File: src/rtl/fib_term_gen.sv
// Fibonacci pair register; a is the next term the checker expects.
// Ports: clk, reset (async, low), advance, clear, a.
module fib_term_gen #(
  parameter int WIDTH = 32
) (
  input  logic             clk,
  input  logic             reset,
  input  logic             advance,
  input  logic             clear,
  output logic [WIDTH-1:0] a
);

  logic [WIDTH-1:0] b;

  always_ff @(posedge clk or negedge reset) begin
    if (!reset) begin
      a <= '0;
      b <= WIDTH'(1);
    end else if (clear) begin
      a <= '0;
      b <= WIDTH'(1);
    end else if (advance) begin
      a <= b;
      b <= a + b;
    end
  end

endmodule

File: config.mk
export PLATFORM = sky130hd
export DESIGN_NAME = fib_term_gen
export DESIGN_NICKNAME = d
export VERILOG_FILES = /design/src/rtl/fib_term_gen.sv
export SDC_FILE = /design/constraint.sdc
export NUM_CORES = 1
export LEC_CHECK = 0
export BUFFER_PORTS_ARGS = -buffer_cell sky130_fd_sc_hd__buf_2
export CAP_MARGIN = 40
export CELL_PAD_IN_SITES_DETAIL_PLACEMENT = 1
export CELL_PAD_IN_SITES_GLOBAL_PLACEMENT = 1
export CORE_MARGIN = 1.5
export CORE_UTILIZATION = 50
export CTS_CLUSTER_DIAMETER = 80
export CTS_CLUSTER_SIZE = 12
export DETAILED_ROUTE_END_ITERATION = 8
export PLACE_DENSITY = 0.94
export SLEW_MARGIN = 10
export SYNTH_ARGS = -nofsm -noshare
export SYNTH_HDL_FRONTEND = slang
export SYNTH_SLANG_ARGS = --single-unit
File: constraint.sdc
create_clock -name clk -period 4 [get_ports clk]
set_clock_uncertainty 0.05 [all_clocks]
set_input_delay 0.6 -clock clk [delete_from_list [all_inputs] [get_ports clk]]
set_output_delay 0.6 -clock clk [all_outputs]
set_load 0.05 [all_outputs]
==> impl_metrics.py <==
metrics = {
    "status": {
        "status": "finished clean",
    },
    "grt": {
        "grt_pass1_wl_um": 20400,
        "grt_max_degree": 62,
        "grt_pass1_vias": 4125,
        "antenna_found_initial": 0,
        "groute.usage.overall": 0.285,
        "grt-ovfl-total": 0,
    },
    "finish": {
        "layout_common_cells": "75 x nor2_1, 63 x dfrtp_1, 45 x mux2i_1",
        "final_area_mm2": 0.00479,
        "nNetsFinal": 540,
        "layout_commonest_cell": "nor2_1",
        "utilization": 0.574,
        "drive_above_1_share": 0.139,
        "syn2layout_area_growth_pct": 9.87,
        "diodes": 0,
    },
    "sta": {
        "setup_viol": 0,
        "worst_pin_slew_ns": 0.922,
        "tns_ns": 0,
        "relSlewSlack": 0.385,
        "clock.fmax_mhz": 330,
        "period_needed_ns": 3.03,
        "fin_crit_sh": 0.757,
        "slew_viol_final": 0,
        "whs_ns": 0.279,
        "grt_setup_unrepaired": "false",
        "hold_viol_final": 0,
    },
    "pwr": {
        "switchingPower_mw": 0.358,
        "p_total_mw": 1.28,
        "switching_share": 0.281,
        "p_int_mw": 0.917,
        "p_leak_nw": 2.47,
        "clkPwrFrac": 0.407,
        "combPwrFrac": 0.078,
        "power.density_mw_per_mm2": 266,
        "vdd_drop_max_uv": 154,
        "pwr-share-seq": 0.516,
    },
    "logic_synthesis": {
        "synth-seq-cells": 64,
        "synthTopCellsByArea": "dfrtp_1 36%, mux2i_1 10%, ha_1 8.9%",
        "yosysSeqAreaShare": 0.368,
        "synthArstFlopShare": 1.00,
        "yosysTopAreaCell": "dfrtp_1",
        "synth_edf_count": 0,
        "syn_area_mm2": 0.00436,
        "postSynthAreaPerCell_um2": 9.20,
        "syn_inst": 474,
        "synth_flop_cell": "dfrtp_1",
        "yosysTopAreaCellShare": 0.362,
        "synth.distinct_cells": 65,
        "syn-num-nets": 510,
        "yosysWarnings": 0,
    },
    "place": {
        "dp_hpwl_um": 8560,
        "port-buffer-count": 35,
        "dpl_cell_area_mm2": 0.00462,
        "place.gp.congestion": 0.886,
    },
    "die": {
        "dieArea_mm2": 0.00929,
        "core_area_mm2": 0.00834,
        "rows": 33,
        "die_height_um": 96.4,
        "initial_utilization": 0.523,
        "die_w_um": 96.4,
        "pin_count": 36,
    },
    "cts": {
        "h-tree-depth": 3,
        "clk_pin_slew_ns": 0.08,
        "cts.path.max_buffers": 2,
        "cts_tree": "done",
        "post-cts-setup-buffers": 0,
        "cts_resized": 0,
        "cts_hold_buf": 0,
        "clock_latency_ns": 0.36,
        "cts.sinks": 64,
        "cts_root_buf": "clkbuf_8",
        "cts_made_buffers": 9,
    },
    "run": {
        "cap_violations": 0,
    },
    "setup_path": {
        "crit_arrival_ns": 3.22,
        "crit_fanout": 6,
        "worstSetupPathType": "register to register",
        "worstSetupEndpointType": "register",
        "critPathRequiredTime_ns": 4.19,
        "start_kind": "register",
    },
    "detailed_routing": {
        "dr.pass1.iters": 4,
        "avgViaCountPerCell": 6.40,
        "ant_nets": 0,
        "wl_per_cell_um": 20.2,
        "drc": 0,
        "drt_first_iter_violations": 183,
        "via_count": 3931,
        "wl_um": 12400,
    },
    "worst_hold_path": {
        "hp-class": "primary input to asynchronous set/reset pin",
    },
}
worst paths after layout:
check	from	end	slack, ns	cells past startpoint
hold reg to reg	b[23]$_DFFE_PN0P_	b[23]$_DFFE_PN0P_	0.51	2
setup reg to reg	b[0]$_DFFE_PN1P_	b[28]$_DFFE_PN0P_	0.97	11
max in group asynchronous	reset	b[0]$_DFFE_PN1P_	2.67	2
hold / removal	reset	a[3]$_DFFE_PN0P_	0.28	1
setup / recovery	b[0]$_DFFE_PN1P_	b[28]$_DFFE_PN0P_	0.97	11
min in group clk	b[23]$_DFFE_PN0P_	b[23]$_DFFE_PN0P_	0.51	2
cell families after synthesis:
group	after synthesis	synth area share
xor gates and xnor gates	13	0.0261
adders and majority gates	32	0.0935
muxes	45	0.103
DFF	64	0.368
buffers and inverters	33	0.0284
and+or+nand+nor	169	0.191
AOI/OAI and AO/OA	118	0.191
critical path, stage by stage, from the launching register on:
cell,delay (ns)
dfstp_2,0.55
ha_1,0.21
inv_1,0.08
fa_1,0.42
nor2b_4,0.14
o31a_1,0.18
a41o_2,0.23
o221ai_2,0.16
a211o_2,0.35
a211oi_1,0.31
o211ai_1,0.12
o311ai_0,0.13
routing by layer:
metal / wire [um] / GRT usage / up-vias
met3: 590 / 0.0548 / 29
met5: 0 / 0 / -
met2: 6210 / 0.494 / 115
met1: 5350 / 0.355 / 1988
li1: - / - / 1799
met4: 261 / 0.100 / 0
final cells by class:
cell class,instances,area [um^2]
fill,993,3550
multi-input combinational,377,2630
sequential,64,1600
timing repair buffer,38,198
clock buffer,10,138
tap,105,131
inverter,14,52.6
clock inverter,6,35.0
per-stage QoR:
| step | worst slack (ns) | cells |
|---|---|---|
| finish | 0.972 | 614 |
| global route | 0.801 | 614 |
| CTS | 0.977 | 614 |
| detailed placement | 1.01 | 598 |
| global placement | 1.15 | 598 |
| floorplan | 1.05 | 474 |
synthesized netlist by cell type, types with 2 or more instances:
master / instances
ha_1: 31
clkbuf_1: 11
o21ai_1: 3
xnor2_1: 10
o211ai_1: 2
dfrtp_1: 63
a31oi_1: 2
a211oi_1: 8
nand3b_1: 6
a221oi_1: 2
o41ai_1: 2
a21oi_1: 29
nor2_1: 75
mux2i_1: 45
o2111ai_1: 3
and2_1: 2
nand4_1: 4
or3_1: 7
o21ai_0: 15
o21bai_1: 3
nand3_1: 14
o21a_1: 5
inv_1: 14
a211oi_2: 2
nor2b_1: 5
a211o_1: 2
xor2_1: 3
o31a_1: 2
nand2_1: 23
a21boi_0: 4
and3_1: 5
nor3_1: 14
a21o_1: 17
and4_1: 2
o22ai_1: 2
buf_1: 8
power by group through the flow:
| stage | clock [mW] | sequential [mW] | combinational, mW |
|---|---|---|---|
| 6_report | 0.519 | 0.658 | 0.0991 |
| 5_1_grt | 0.544 | 0.659 | 0.108 |
| 4_1_cts | 0.515 | 0.658 | 0.100 |
| 3_5_place_dp | 0 | 0.671 | 0.0994 |
| 3_3_place_gp | 0 | 0.670 | 0.0957 |
| 2_1_floorplan | 0 | 0.677 | 0.0590 |
registers in the layout (all words and copies together), names as in the netlist:
signal / cells
b: 32
a: 32
Power figures use the tool's default switching activity.
